### src/rtl/camera_strip_capture_pkg.sv
`default_nettype none
// ============================================================================
// jfpjc_capture_pkg : shared types and sizing for camera_strip_capture
// Revision 1.0
// ============================================================================
package jfpjc_capture_pkg;

   typedef enum logic [1:0] {
      WAIT_FRAME = 2'd0,
      ACTIVE     = 2'd1,
      DROP       = 2'd2
   } state_e;

   localparam int STRIP_ROWS = 8;

   // Strip RAM address width: two banks of STRIP_ROWS lines each.
   function automatic int addr_width(input int width);
      return $clog2(2 * STRIP_ROWS * width);
   endfunction

endpackage
`default_nettype wire

### src/rtl/camera_strip_capture_if.sv
`default_nettype none
// ============================================================================
// camera_strip_capture_if : strip RAM write port and consumer handshake
// Revision 1.0
// ============================================================================
interface camera_strip_capture_if #(
   parameter int WIDTH = 320
) ();
   import jfpjc_capture_pkg::*;

   localparam int AW = addr_width(WIDTH);

   logic          strip_release;
   logic          wr_en;
   logic [AW-1:0] wr_addr;
   logic [7:0]    wr_data;
   logic          strip_done;
   logic          strip_bank;
   logic          frame_start;
   logic          frame_done;
   logic          overflow;

   modport master (
      input  strip_release,
      output wr_en, wr_addr, wr_data, strip_done, strip_bank,
      output frame_start, frame_done, overflow
   );

   modport slave (
      output strip_release,
      input  wr_en, wr_addr, wr_data, strip_done, strip_bank,
      input  frame_start, frame_done, overflow
   );

endinterface
`default_nettype wire

### src/rtl/camera_strip_capture_sync_edge_detect.sv
`default_nettype none
// ============================================================================
// sync_edge_detect : multi-flop synchronizer with registered level/rise/fall
// Revision 1.0
// ============================================================================
module sync_edge_detect #(
   parameter int STAGES = 2
) (
   input  logic clock,
   input  logic reset,
   input  logic d,
   output logic level,
   output logic rise,
   output logic fall
);
   logic [STAGES-1:0] sync_q, sync_d;
   logic              level_q, level_d;
   logic              rise_q, rise_d;
   logic              fall_q, fall_d;

   always_comb begin
      sync_d  = {sync_q[STAGES-2:0], d};
      level_d = sync_q[STAGES-1];
      rise_d  = sync_q[STAGES-1] & ~level_q;
      fall_d  = ~sync_q[STAGES-1] & level_q;
   end

   always_ff @(posedge clock) begin
      if (reset) begin
         sync_q  <= '0;
         level_q <= 1'b0;
         rise_q  <= 1'b0;
         fall_q  <= 1'b0;
      end else begin
         sync_q  <= sync_d;
         level_q <= level_d;
         rise_q  <= rise_d;
         fall_q  <= fall_d;
      end
   end

   assign level = level_q;
   assign rise  = rise_q;
   assign fall  = fall_q;

endmodule
`default_nettype wire

### src/rtl/camera_strip_capture.sv
`default_nettype none
// ============================================================================
// camera_strip_capture : async camera capture into ping-pong 8-row strip banks
// Revision 1.0
// ============================================================================
module camera_strip_capture #(
   parameter int WIDTH       = 320,
   parameter int HEIGHT      = 240,
   parameter int SYNC_STAGES = 2
) (
   input  logic                  clock,
   input  logic                  reset,
   input  logic                  pixclk_in,
   input  logic                  hsync_in,
   input  logic                  vsync_in,
   input  logic [7:0]            pixel_in,
   camera_strip_capture_if.master strip
);
   import jfpjc_capture_pkg::*;

   localparam int                C_AW    = addr_width(WIDTH);
   localparam int                C_XW    = $clog2(WIDTH + 1);
   localparam logic [C_XW-1:0]   C_XMAX  = C_XW'(WIDTH);
   localparam logic [C_AW-2:0]   C_WIDTH = (C_AW-1)'(WIDTH);
   localparam logic [2:0]        C_LAST_ROW = 3'(STRIP_ROWS - 1);

   if ((WIDTH % 8) != 0 || (HEIGHT % 8) != 0 || SYNC_STAGES < 2) begin : g_param_check
      $error("camera_strip_capture: WIDTH/HEIGHT must be multiples of 8, SYNC_STAGES >= 2");
   end

   logic pix_level, pix_rise, pix_fall;
   logic hs_level, hs_rise, hs_fall;
   logic vs_level, vs_rise, vs_fall;

   sync_edge_detect #(.STAGES(SYNC_STAGES)) u_pix_sync (
      .clock(clock), .reset(reset), .d(pixclk_in),
      .level(pix_level), .rise(pix_rise), .fall(pix_fall)
   );
   sync_edge_detect #(.STAGES(SYNC_STAGES)) u_hs_sync (
      .clock(clock), .reset(reset), .d(hsync_in),
      .level(hs_level), .rise(hs_rise), .fall(hs_fall)
   );
   sync_edge_detect #(.STAGES(SYNC_STAGES)) u_vs_sync (
      .clock(clock), .reset(reset), .d(vsync_in),
      .level(vs_level), .rise(vs_rise), .fall(vs_fall)
   );

   logic w_unused;
   assign w_unused = pix_level ^ pix_fall ^ hs_rise;

   // Pixel byte travels SYNC_STAGES+1 flops so it lines up with the registered strobe.
   logic [SYNC_STAGES:0][7:0] pix_dly_q, pix_dly_d;

   state_e          state_q, state_d;
   logic [C_XW-1:0] x_q, x_d;
   logic [2:0]      row_q, row_d;
   logic            wbank_q, wbank_d;
   logic [1:0]      full_q, full_d;
   logic            oldest_q, oldest_d;
   logic            overflow_q, overflow_d;
   logic            wr_en_q, wr_en_d;
   logic [C_AW-1:0] wr_addr_q, wr_addr_d;
   logic [7:0]      wr_data_q, wr_data_d;
   logic            strip_done_q, strip_done_d;
   logic            strip_bank_q, strip_bank_d;
   logic            frame_start_q, frame_start_d;
   logic            frame_done_q, frame_done_d;

   logic            w_line_pix, w_line_end;
   logic [C_AW-2:0] w_low;

   // A strobe coinciding with the hsync fall still belongs to the closing line.
   assign w_line_pix = pix_rise & (hs_level | hs_fall) & vs_level;
   assign w_line_end = hs_fall & ((x_q != '0) | w_line_pix);
   assign w_low      = (C_AW-1)'(row_q) * C_WIDTH + (C_AW-1)'(x_q);

   always_comb begin
      pix_dly_d     = {pix_dly_q[SYNC_STAGES-1:0], pixel_in};
      state_d       = state_q;
      x_d           = x_q;
      row_d         = row_q;
      wbank_d       = wbank_q;
      full_d        = full_q;
      oldest_d      = oldest_q;
      overflow_d    = overflow_q;
      wr_en_d       = 1'b0;
      wr_addr_d     = wr_addr_q;
      wr_data_d     = wr_data_q;
      strip_done_d  = 1'b0;
      strip_bank_d  = strip_bank_q;
      frame_start_d = 1'b0;
      frame_done_d  = 1'b0;

      // Release lands before any completion so a finishing strip can reuse the bank.
      if (strip.strip_release && (full_q != 2'b00)) begin
         full_d[oldest_q] = 1'b0;
         oldest_d         = ~oldest_q;
      end

      case (state_q)
         WAIT_FRAME: begin
            if (vs_rise) begin
               frame_start_d = 1'b1;
               x_d           = '0;
               row_d         = '0;
               overflow_d    = 1'b0;
               if (full_d[wbank_q]) begin
                  overflow_d = 1'b1;
                  state_d    = DROP;
               end else begin
                  state_d = ACTIVE;
               end
            end
         end
         ACTIVE, DROP: begin
            if (vs_fall) begin
               frame_done_d = 1'b1;
               x_d          = '0;
               row_d        = '0;
               state_d      = WAIT_FRAME;
            end else begin
               if (w_line_pix && (x_q < C_XMAX)) begin
                  if (state_q == ACTIVE) begin
                     wr_en_d   = 1'b1;
                     wr_addr_d = {wbank_q, w_low};
                     wr_data_d = pix_dly_q[SYNC_STAGES];
                  end
                  x_d = x_q + 1'b1;
               end
               if (w_line_end) begin
                  x_d = '0;
                  if (row_q == C_LAST_ROW) begin
                     row_d = '0;
                     if (state_q == ACTIVE) begin
                        full_d[wbank_q] = 1'b1;
                        strip_done_d    = 1'b1;
                        strip_bank_d    = wbank_q;
                        wbank_d         = ~wbank_q;
                        if (full_d[~wbank_q]) begin
                           overflow_d = 1'b1;
                           state_d    = DROP;
                        end
                     end else if (!full_d[wbank_q]) begin
                        state_d = ACTIVE;
                     end
                  end else begin
                     row_d = row_q + 3'd1;
                  end
               end
            end
         end
         default: state_d = WAIT_FRAME;
      endcase
   end

   always_ff @(posedge clock) begin
      if (reset) begin
         pix_dly_q     <= '0;
         state_q       <= WAIT_FRAME;
         x_q           <= '0;
         row_q         <= '0;
         wbank_q       <= 1'b0;
         full_q        <= 2'b00;
         oldest_q      <= 1'b0;
         overflow_q    <= 1'b0;
         wr_en_q       <= 1'b0;
         wr_addr_q     <= '0;
         wr_data_q     <= '0;
         strip_done_q  <= 1'b0;
         strip_bank_q  <= 1'b0;
         frame_start_q <= 1'b0;
         frame_done_q  <= 1'b0;
      end else begin
         pix_dly_q     <= pix_dly_d;
         state_q       <= state_d;
         x_q           <= x_d;
         row_q         <= row_d;
         wbank_q       <= wbank_d;
         full_q        <= full_d;
         oldest_q      <= oldest_d;
         overflow_q    <= overflow_d;
         wr_en_q       <= wr_en_d;
         wr_addr_q     <= wr_addr_d;
         wr_data_q     <= wr_data_d;
         strip_done_q  <= strip_done_d;
         strip_bank_q  <= strip_bank_d;
         frame_start_q <= frame_start_d;
         frame_done_q  <= frame_done_d;
      end
   end

   assign strip.wr_en       = wr_en_q;
   assign strip.wr_addr     = wr_addr_q;
   assign strip.wr_data     = wr_data_q;
   assign strip.strip_done  = strip_done_q;
   assign strip.strip_bank  = strip_bank_q;
   assign strip.frame_start = frame_start_q;
   assign strip.frame_done  = frame_done_q;
   assign strip.overflow    = overflow_q;

endmodule
`default_nettype wire

### src/flat_wrapper.sv
// flat-port wrapper written by rule: the top's interface ports become plain ports
module camera_strip_capture_flat import jfpjc_capture_pkg::*;
#(
   parameter int WIDTH       = 320,
   parameter int HEIGHT      = 240,
   parameter int SYNC_STAGES = 2
)
  (clock, reset, pixclk_in, hsync_in, vsync_in, pixel_in, strip_strip_release, strip_wr_en, strip_wr_addr, strip_wr_data, strip_strip_done, strip_strip_bank, strip_frame_start, strip_frame_done, strip_overflow);
  camera_strip_capture_if #(.WIDTH(WIDTH)) strip_i ();
  input  logic clock;
  input  logic reset;
  input  logic pixclk_in;
  input  logic hsync_in;
  input  logic vsync_in;
  input  logic [7:0] pixel_in;
  input wire logic [$bits(strip_i.strip_release)-1:0] strip_strip_release;
  output wire logic [$bits(strip_i.wr_en)-1:0] strip_wr_en;
  output wire logic [$bits(strip_i.wr_addr)-1:0] strip_wr_addr;
  output wire logic [$bits(strip_i.wr_data)-1:0] strip_wr_data;
  output wire logic [$bits(strip_i.strip_done)-1:0] strip_strip_done;
  output wire logic [$bits(strip_i.strip_bank)-1:0] strip_strip_bank;
  output wire logic [$bits(strip_i.frame_start)-1:0] strip_frame_start;
  output wire logic [$bits(strip_i.frame_done)-1:0] strip_frame_done;
  output wire logic [$bits(strip_i.overflow)-1:0] strip_overflow;
  assign strip_i.strip_release = strip_strip_release;
  assign strip_wr_en = strip_i.wr_en;
  assign strip_wr_addr = strip_i.wr_addr;
  assign strip_wr_data = strip_i.wr_data;
  assign strip_strip_done = strip_i.strip_done;
  assign strip_strip_bank = strip_i.strip_bank;
  assign strip_frame_start = strip_i.frame_start;
  assign strip_frame_done = strip_i.frame_done;
  assign strip_overflow = strip_i.overflow;
  camera_strip_capture #(.WIDTH(WIDTH), .HEIGHT(HEIGHT), .SYNC_STAGES(SYNC_STAGES)) u_core (.clock(clock), .reset(reset), .pixclk_in(pixclk_in), .hsync_in(hsync_in), .vsync_in(vsync_in), .pixel_in(pixel_in), .strip(strip_i));
endmodule
### config.mk
export PLATFORM = sky130hd
export DESIGN_NAME = camera_strip_capture_flat
export DESIGN_NICKNAME = d
export VERILOG_FILES = /design/src/rtl/camera_strip_capture_pkg.sv /design/src/rtl/camera_strip_capture_if.sv /design/src/rtl/camera_strip_capture_sync_edge_detect.sv /design/src/rtl/camera_strip_capture.sv /design/src/flat_wrapper.sv
export SDC_FILE = /design/constraint.sdc
export NUM_CORES = 1
export LEC_CHECK = 0
export ABC_AREA = 1
export CORE_AREA = 2 2 106 67
export DETAILED_ROUTE_END_ITERATION = 16
export DIE_AREA = 0 0 108 69
export PLACE_DENSITY = 0.77
export SETUP_SLACK_MARGIN = 0.05
export SYNTH_ARGS = -nofsm -noshare
export SYNTH_HDL_FRONTEND = slang
export SYNTH_HIERARCHICAL = 1
export SYNTH_SLANG_ARGS = --single-unit
### constraint.sdc
create_clock -name clock -period 2.4 [get_ports clock]
set_clock_uncertainty 0.1 [all_clocks]
set_input_delay 0.24 -clock clock [delete_from_list [all_inputs] [get_ports clock]]
set_output_delay 0.24 -clock clock [all_outputs]
set_load 0.01 [all_outputs]
=== Word-level counts from Yosys, hierarchy flattened ===
Index checks and enable logic that the tools add are counted.

* Bits in registers: 82
* Output and inout port bits: 27
* Word-level logic and storage cells: 138

* $add $sub $neg: 3
* $mul: 1
* Magnitude comparators: 6
* Equal/unequal tests: 14
* Mux-type cells: 44
* Bitwise operators: 24
* Reductions and logical operators: 19

{| class="wikitable"
|+ Operator list
! kind !! count
|-
| 9-bit 2-to-1 mux || 4
|-
| 2-bit 2-to-1 mux || 14
|-
| 9-bit one-hot mux with 2 select lines || 1
|-
| 1-bit 2-to-1 mux || 16
|-
| 12-bit by 9-bit adder with 12-bit output || 1
|-
| 3-bit 2-to-1 mux || 4
|-
| 1-bit NOT || 12
|-
| 5-bit AND reduction || 2
|-
| 9-bit by 1-bit adder with 9-bit output (second input constant) || 1
|-
| 9-bit < comparator (second input constant) || 1
|-
| 9-bit nonzero test || 1
|-
| 2-bit by 1-bit != test with 1-bit output (second input constant) || 4
|-
| 4-bit != test (second input constant) || 2
|-
| 1-bit AND || 7
|-
| 7-bit AND reduction || 1
|-
| 1-bit by 2-bit < comparator with 1-bit output (second input constant) || 3
|-
| 3-bit by 3-bit multiplier with 6-bit output (second input constant) || 1
|-
| 3-bit by 2-bit != test with 1-bit output (second input constant) || 2
|-
| 3-bit one-hot mux with 2 select lines || 1
|-
| 3-bit AND reduction || 2
|-
| 2-bit OR reduction || 3
|-
| 5-bit OR reduction || 1
|-
| 1-bit logical AND || 4
|-
| 2-bit != test (second input constant) || 2
|-
| other kinds (17) || 21
|}

=== Logic depth before layout (Yosys ltp) ===
Gate-level depths: netlist (run 1).

* Depth after elaboration: 16
* Mapped depth: 12
* Depth with buffers taken out: 12

=== Hierarchy ===
The synthesis (run 1) kept the hierarchy.

{| class="wikitable"
|+ By module, submodules not included
! module !! times used !! cells an instance !! area each (um2) !! seq. area each (um2)
|-
| camera_strip_capture || 1 || 400 || 3049.2 || 1381.3
|-
| sync_edge_detect || 3 || 15 || 140.1 || 100.1
|}

=== Least setup slack after synthesis (run 1) ===
No wires, ideal clock.

* Path type: register to register
* Start: register u_core.row_q[0]
* End: register u_core.wr_addr_q[10] (netlist: u_core/strip.wr_addr[10])
* Setup time: 0.117 ns
* Arrival: 1.585 ns
* Slack: 0.598 ns
* Stages on the path, launching flop included: 10
* Path buffers: 0
* Path through: dfxtp_1 > ha_1 > inv_1 > fa_1 > or2_2 > nand2_1 > nand2_1 > xnor2_1 > nor2_1 > nor2_1

* Longest elaborated chain between the ends: 2

{| class="wikitable"
|+ RTL lines
! item !! RTL line !! RTL
|-
| from (decl) || camera_strip_capture.sv:56 || <nowiki>logic [2:0] row_q, row_d;</nowiki>
|-
| from (signal assigned) || camera_strip_capture.sv:177 || <nowiki>row_q <= row_d;</nowiki>
|-
| 3-bit by 3-bit multiplier with 6-bit output || camera_strip_capture.sv:75 || <nowiki>assign w_low = (C_AW-1)'(row_q) * C_WIDTH + (C_AW-1)'(x_q);</nowiki>
|-
| 12-bit by 9-bit adder with 12-bit output || camera_strip_capture.sv:75 ||
|-
| to (signal assigned) || camera_strip_capture.sv:183 || <nowiki>wr_addr_q <= wr_addr_d;</nowiki>
|-
| to (decl) || camera_strip_capture.sv:62 || <nowiki>logic [C_AW-1:0] wr_addr_q, wr_addr_d;</nowiki>
|}

Every way passes these cells.
A chain may end at the register's enable or synchronous reset.

=== Worst setup path after layout (run 1) ===
* Start: register u_core.state_q[1]
* End: register u_core.full_q[1]

* Longest elaborated chain between the ends: 6
* Elaborated cells on any way between the ends: 8
* Classes of those cells: eq/ne: 2; mux: 5; reduce/logical: 1

{| class="wikitable"
|+ RTL lines
! item !! RTL line !! RTL
|-
| from (decl) || camera_strip_capture.sv:54 || <nowiki>state_e state_q, state_d;</nowiki>
|-
| from (signal assigned) || camera_strip_capture.sv:175 || <nowiki>state_q <= state_d;</nowiki>
|-
| 2-bit by 1-bit equality test with 1-bit output || camera_strip_capture.sv:100, camera_strip_capture.sv:134 ||
|-
| 2-bit 2-to-1 mux || camera_strip_capture.sv:134 || <nowiki>if (state_q == ACTIVE) begin</nowiki>
|-
| 2-bit 2-to-1 mux || camera_strip_capture.sv:132 || <nowiki>if (row_q == C_LAST_ROW) begin</nowiki>
|-
| 2-bit 2-to-1 mux || camera_strip_capture.sv:130 || <nowiki>if (w_line_end) begin</nowiki>
|-
| 2-bit 2-to-1 mux || camera_strip_capture.sv:116 || <nowiki>if (vs_fall) begin</nowiki>
|-
| 2-bit 2-to-1 mux (*) || camera_strip_capture.sv:100 || <nowiki>case (state_q)</nowiki>
|-
| to (signal assigned) || camera_strip_capture.sv:179 || <nowiki>full_q <= full_d;</nowiki>
|-
| to (decl) || camera_strip_capture.sv:58 || <nowiki>logic [1:0] full_q, full_d;</nowiki>
|}

Every way passes the cells marked *; elsewhere a longest branch is shown, timed or not.

==> results.py, run 1 <==
metrics = {
    "critical_path": {
        "cpPeakStageDelay_ns": 0.42,
        "crit_path_max_fanout": 8,
        "cpMostUsedCell": "inv_1",
        "startpoint_type": "register",
        "rr_endpoint": "u_core/full_q[1]$_SDFF_PP0_",
        "rrSetupSlack_ns": 0.41,
        "crit_arrival_ns": 2.18,
        "required_ns": 2.59,
        "crit_type": "reg -> reg",
        "worst_r2r_startpoint": "u_core/state_q[1]$_SDFFE_PP0P_",
        "slowest_stage": "dfxtp_1",
        "cp-end-kind": "register",
        "crit_chain": "inv_1 > ha_1 > inv_2 > nor2_4 > inv_1 > nor3_2 > nand2_1 > nor2_1 > o21a_1",
        "ff2ff_path_depth": 9,
    },
    "clock_network": {
        "post_cts_resized": 0,
        "clk_pin_slew_ns": 0.08,
        "cts_hold_buffers": 0,
        "cts_tree": "done",
        "clk_latency_ns": 0.34,
        "cts.sinks": 82,
        "cts-root-buf": "clkbuf_8",
        "numCtsBuffers": 9,
        "post_cts_buffers": 0,
        "cts_buffer_depth": 2,
        "htree_levels": 3,
    },
    "detailed_routing": {
        "first_pass_iters": 5,
        "num_vias": 2716,
        "wl_per_cell_um": 11.5,
        "avgViaCountPerCell": 4.73,
        "drc": 0,
        "wirelength_um": 6610,
        "drt-initial-drc-count": 145,
        "postRouteAntennaNets": 0,
    },
    "power_and_ir_drop": {
        "vdd_drop_max_mv": 0.466,
        "power_switching_mw": 1.06,
        "seq_power_share_pct": 44.1,
        "combPwrFrac_pct": 24.4,
        "p_sw_share_pct": 31.5,
        "p_int_mw": 2.31,
        "p_clk_share_pct": 31.5,
        "leakagePower_nw": 1.88,
        "p_per_area_mw_per_mm2": 820,
    },
    "cells_and_area": {
        "final_cell_mix": "dfxtp_1, nor2_1, inv_1",
        "final_nets": 514,
        "fillCellCount": 566,
        "diodes": 0,
        "syn_to_final_growth_pct": 20.5,
        "final_common_cell": "dfxtp_1",
        "drive_above_1_share_pct": 10.5,
        "fin_cells": 574,
        "fin_util_pct": 63.6,
    },
    "status": {
        "status": "completed",
    },
    "global_route": {
        "antenna_found_initial": 0,
        "track_usage_pct": 19.4,
        "top_usage_layer": "met2",
        "grt_pass1_vias": 2552,
        "grt-ovfl-total": 0,
        "gr-usage-met2_pct": 29.6,
        "grt_pass1_wl_um": 11500,
        "gr-usage-met3_pct": 5.30,
        "use_met1_pct": 26.9,
        "grt_max_degree": 43,
    },
    "synth": {
        "syn_area_per_cell_um2": 7.77,
        "ys.warnings.count": 6,
        "netlist_area_mm2": 0.00342,
        "synth_fp_nets": 471,
        "netlist_instances": 440,
    },
    "place": {
        "gp_congestion": 0.917,
        "placedCellCount": 559,
        "placement.io_buffers": 40,
        "dp_hpwl_um": 4680,
    },
    "timing": {
        "drv_slew": 0,
        "max_slew_margin_pct": 60.2,
        "hold_violations": 0,
        "worst_slew_pin_slew_ns": 0.597,
        "fmax_mhz": 502,
        "setup_tns_ns": 0,
        "rsz0062_at_grt": "false",
        "finalCritPeriodShare_pct": 83.0,
        "period_minus_slack_ns": 1.99,
        "setup_viol": 0,
    },
    "floorplan": {
        "die_w_um": 108,
        "initial_utilization_pct": 52.8,
        "die_y_um": 69,
        "rows": 23,
        "die_area_mm2": 0.00745,
        "core_area_mm2": 0.00647,
        "ios": 41,
    },
    "min_path": {
        "holdPathEnd": "u_core/u_pix_sync/rise$_SDFF_PP0_",
        "hold_path_startpoint": "u_core/u_pix_sync/level$_SDFF_PP0_",
        "hold_class": "reg -> reg",
        "hold_depth": 1,
    },
    "run": {
        "drv_cap": 0,
    },
}
-- sequential cells by signal, summed over array words and instances, names as in the netlist, 2 cells and up --
name,cells
u_core/pix_dly_q,8
u_core/row_q,3
u_core/full_q,2
u_core/pix_dly_d,16
u_core/x_q,9
u_core/strip.wr_data,8
u_core/u_vs_sync/sync_q,2
u_core/u_hs_sync/sync_q,2
u_core/u_pix_sync/sync_q,2
u_core/state_q,2
u_core/strip.wr_addr,13
-- worst max-delay path, delay by kind of cell (launching register included) --
kind | cells | cell delay (ns)
flops | 1 | 0.42
compound gates | 1 | 0.11
fa+ha+maj | 1 | 0.38
buf+inv | 3 | 0.32
simple gates | 4 | 0.62
-- final cells by class --
class	count	area [µm²]	area share [%]
multi-input cells	269	1430	34.7
inverters	78	298	7.23
repair buffers	43	423	10.3
flip-flops and latches	82	1640	39.9
clock inverters	5	78.8	1.91
well taps	87	109	2.64
clock buffers	10	138	3.34
-- routing by layer --
metal / wire [µm] / share of wire [%]
met3: 357 / 5.4
met2: 2910 / 44
met1: 3290 / 50
met5: 0 / 0
met4: 56 / 0.85
-- power by group through the flow --
stage               Combinational, mW  Clock (mW)  Sequential (mW)
finish                          0.825        1.06             1.49
CTS                             0.813        1.09             1.49
floorplan                       0.630           0             1.51
global route                    0.918        1.15             1.50
detailed placement              0.800           0             1.52
global placement                0.784           0             1.51
-- through the flow --
stage	hold slack [ns]	power, mW	setup WS [ns]	instance area [µm²]
6_report	0.288	3.38	0.408	4120
2_1_floorplan	0.211	2.14	0.598	3420
4_1_cts	0.288	3.39	0.413	4120
5_1_grt	0.310	3.56	0.173	4120
3_3_place_gp	0.272	2.30	0.524	3900
3_5_place_dp	0.273	2.32	0.441	3900
-- how the worst max path moves through the flow --
| stage | endpoint | startpoint | slack [ns] | depth (start not counted) |
|---|---|---|---|---|
| after global placement | u_core/strip.wr_addr[10]$_SDFFE_PP0P_ | u_core/row_q[0]$_SDFFE_PP0P_ | 0.52 | 9 |
| after global routing | u_core/strip.overflow$_SDFFE_PP0P_ | u_core/state_q[1]$_SDFFE_PP0P_ | 0.17 | 9 |
| final | u_core/full_q[1]$_SDFF_PP0_ | u_core/state_q[1]$_SDFFE_PP0P_ | 0.41 | 9 |
| after floorplan | u_core/strip.wr_addr[10]$_SDFFE_PP0P_ | u_core/row_q[0]$_SDFFE_PP0P_ | 0.60 | 9 |
| after CTS | u_core/full_q[1]$_SDFF_PP0_ | u_core/state_q[1]$_SDFFE_PP0P_ | 0.41 | 9 |
| after detailed placement | u_core/full_q[1]$_SDFF_PP0_ | u_core/state_q[0]$_SDFFE_PP0P_ | 0.44 | 9 |
Power figures use the tool's default switching activity.
==> run 2, diff against run 1 <==
Clock period 2.4 ns to 2.05 ns, I/O delays scaled along.
==> results.py, run 2 (synthesis results as in run 1) <==
metrics = {
    "clock_network": {
        "numCtsBuffers": 9,
        "cts_buffer_depth": 2,
        "cts_tree": "done",
        "cts_hold_buffers": 0,
        "clk_pin_slew_ns": 0.09,
        "htree_levels": 3,
        "cts-root-buf": "clkbuf_8",
        "cts.sinks": 82,
        "clk_latency_ns": 0.35,
    },
    "global_route": {
        "grt_max_degree": 32,
        "antenna_found_initial": 0,
        "grt-ovfl-total": 0,
        "grt_pass1_vias": 2478,
        "grt_pass1_wl_um": 11200,
        "track_usage_pct": 19.2,
    },
    "critical_path": {
        "rr_endpoint": "u_core/x_q[0]$_SDFFE_PP0P_",
        "startpoint_type": "register",
        "required_ns": 2.24,
        "rrSetupSlack_ns": 0.18,
        "cp-end-kind": "register",
        "crit_path_end": "u_core/x_q[0]$_SDFFE_PP0P_",
        "ff2ff_path_depth": 9,
        "critical_path.startpoint": "u_core/state_q[0]$_SDFFE_PP0P_",
        "crit_arrival_ns": 2.06,
        "crit_type": "reg -> reg",
        "worst_r2r_startpoint": "u_core/state_q[0]$_SDFFE_PP0P_",
        "crit_path_max_fanout": 5,
    },
    "cells_and_area": {
        "final_common_cell": "nor2_1",
        "multi_input_area_mm2": 0.00143,
        "drive_above_1_share_pct": 13.1,
        "syn_to_final_growth_pct": 22.4,
        "final_cell_mix": "nor2_1, dfxtp_1, inv_1",
        "final_nets": 522,
        "diodes": 0,
        "fillCellCount": 549,
        "postLayoutCellArea_mm2": 0.00418,
        "ff_latch_area_mm2": 0.00165,
        "largest_reg_flops": 16,
    },
    "floorplan": {
        "core_area_mm2": 0.00647,
        "rows": 23,
        "die_area_mm2": 0.00745,
        "die_w_um": 108,
        "die_y_um": 69,
        "initial_utilization_pct": 52.8,
        "ios": 41,
    },
    "place": {
        "gp_congestion": 0.899,
        "placement.io_buffers": 40,
        "dp_hpwl_um": 4950,
        "dpl_cell_area_mm2": 0.00392,
    },
    "min_path": {
        "hold_class": "in -> reg",
    },
    "timing": {
        "rsz0062_at_grt": "false",
        "hold_violations": 0,
        "drv_slew": 0,
        "max_slew_margin_pct": 74.5,
        "fmax_mhz": 534,
        "setup_tns_ns": 0,
        "finalCritPeriodShare_pct": 91.4,
        "period_minus_slack_ns": 1.87,
        "setup_viol": 0,
        "worst_slew_pin_slew_ns": 0.382,
        "hold_ws_ns": 0.257,
    },
    "power_and_ir_drop": {
        "p_sw_share_pct": 32.9,
        "vdd_drop_max_mv": 0.425,
        "power_switching_mw": 1.32,
        "p_clk_share_pct": 29.9,
        "combPwrFrac_pct": 26.8,
        "leakagePower_nw": 1.91,
        "seq_power_share_pct": 43.3,
        "p_per_area_mw_per_mm2": 963,
        "p_int_mw": 2.71,
    },
    "detailed_routing": {
        "num_vias": 2748,
        "drc": 0,
        "first_pass_iters": 6,
        "postRouteAntennaNets": 0,
        "wl_per_cell_um": 11.4,
        "wirelength_um": 6670,
        "avgViaCountPerCell": 4.71,
        "drt-initial-drc-count": 119,
    },
    "run": {
        "drv_cap": 0,
    },
    "status": {
        "status": "completed",
    },
}
run 2: changes by cell type in the layout (fill, tap and decap cells not counted), sizes merged:
cell	before	now
clkinvlp	0	1
bufinv	2	1
buf	3	11
clkinv	4	2
inv	77	80
run 2: per-layer routing:
layer,global-route usage [%],wire length (µm),share of wire (%),vias to the layer above
li1,-,-,-,1453
met1,26.4,3220,48,1221
met2,29.1,2950,44,66
met3,6.62,428,6.4,8
met4,4.70,72,1.1,0
met5,0,0,0,-
run 2: how the worst min path moves through the flow:
stage,start,to,slack (ns),cells past startpoint
2_1_floorplan,reset,u_core/u_hs_sync/sync_q[0]$_SDFF_PP0_,0.18,1
3_3_place_gp,u_core/u_pix_sync/level$_SDFF_PP0_,u_core/u_pix_sync/rise$_SDFF_PP0_,0.27,1
3_5_place_dp,u_core/u_pix_sync/level$_SDFF_PP0_,u_core/u_pix_sync/rise$_SDFF_PP0_,0.28,1
4_1_cts,pixel_in[7],u_core/pix_dly_d[15]$_SDFF_PP0_,0.24,3
5_1_grt,pixel_in[7],u_core/pix_dly_d[15]$_SDFF_PP0_,0.25,3
6_report,pixel_in[7],u_core/pix_dly_d[15]$_SDFF_PP0_,0.26,3
run 2: power by group through the flow:
| stage | Sequential (mW) | Combinational [mW] | Clock (mW) |
|---|---|---|---|
| 6_report | 1.75 | 1.08 | 1.20 |
| 3_3_place_gp | 1.77 | 0.938 | 0 |
| 3_5_place_dp | 1.78 | 0.962 | 0 |
| 2_1_floorplan | 1.76 | 0.738 | 0 |
| 5_1_grt | 1.76 | 1.20 | 1.31 |
| 4_1_cts | 1.74 | 0.967 | 1.25 |
run 2: through the flow:
| step | instances | setup WS (ns) | total power [mW] | utilization (%) |
|---|---|---|---|---|
| 2_1_floorplan | 440 | 0.248 | 2.50 | - |
| 3_5_place_dp | 562 | 0.0835 | 2.74 | 60.6 |
| 5_1_grt | 583 | 0.0510 | 4.27 | 64.6 |
| 4_1_cts | 578 | 0.0514 | 3.96 | 63.8 |
| 3_3_place_gp | 562 | 0.174 | 2.71 | 60.6 |
| 6_report | 583 | 0.177 | 4.03 | 64.6 |
run 2: worst max-delay path, cell delays in order, from the launching register on:
cell     delay (ns)
dfxtp_2        0.38
inv_1          0.09
ha_1           0.37
inv_2          0.08
nor2_4         0.14
buf_4          0.15
nand3_2        0.16
nand2_4        0.14
nand2_1        0.07
a21oi_2        0.12
run 2: repair_timing:
item                       CTS  global route
buffers inserted             0             5
resized for setup            0             7
setup endpoints to repair    0            15
run 2: layout make-up:
type / count / area share (%)
sequential: 82 / 39.4
multi-input combinational: 269 / 34.3
timing repair buffer: 51 / 11.5
inverter: 78 / 7.12
clock buffer: 10 / 3.29
tap: 87 / 2.60
clock inverter: 6 / 1.73
==> run 3, diff against run 2 <==
Settings changed: SKIP_LAST_GASP from default to 1.
==> results of run 3 <==
Final layout, timing and power as in run 2 (identical DEF).
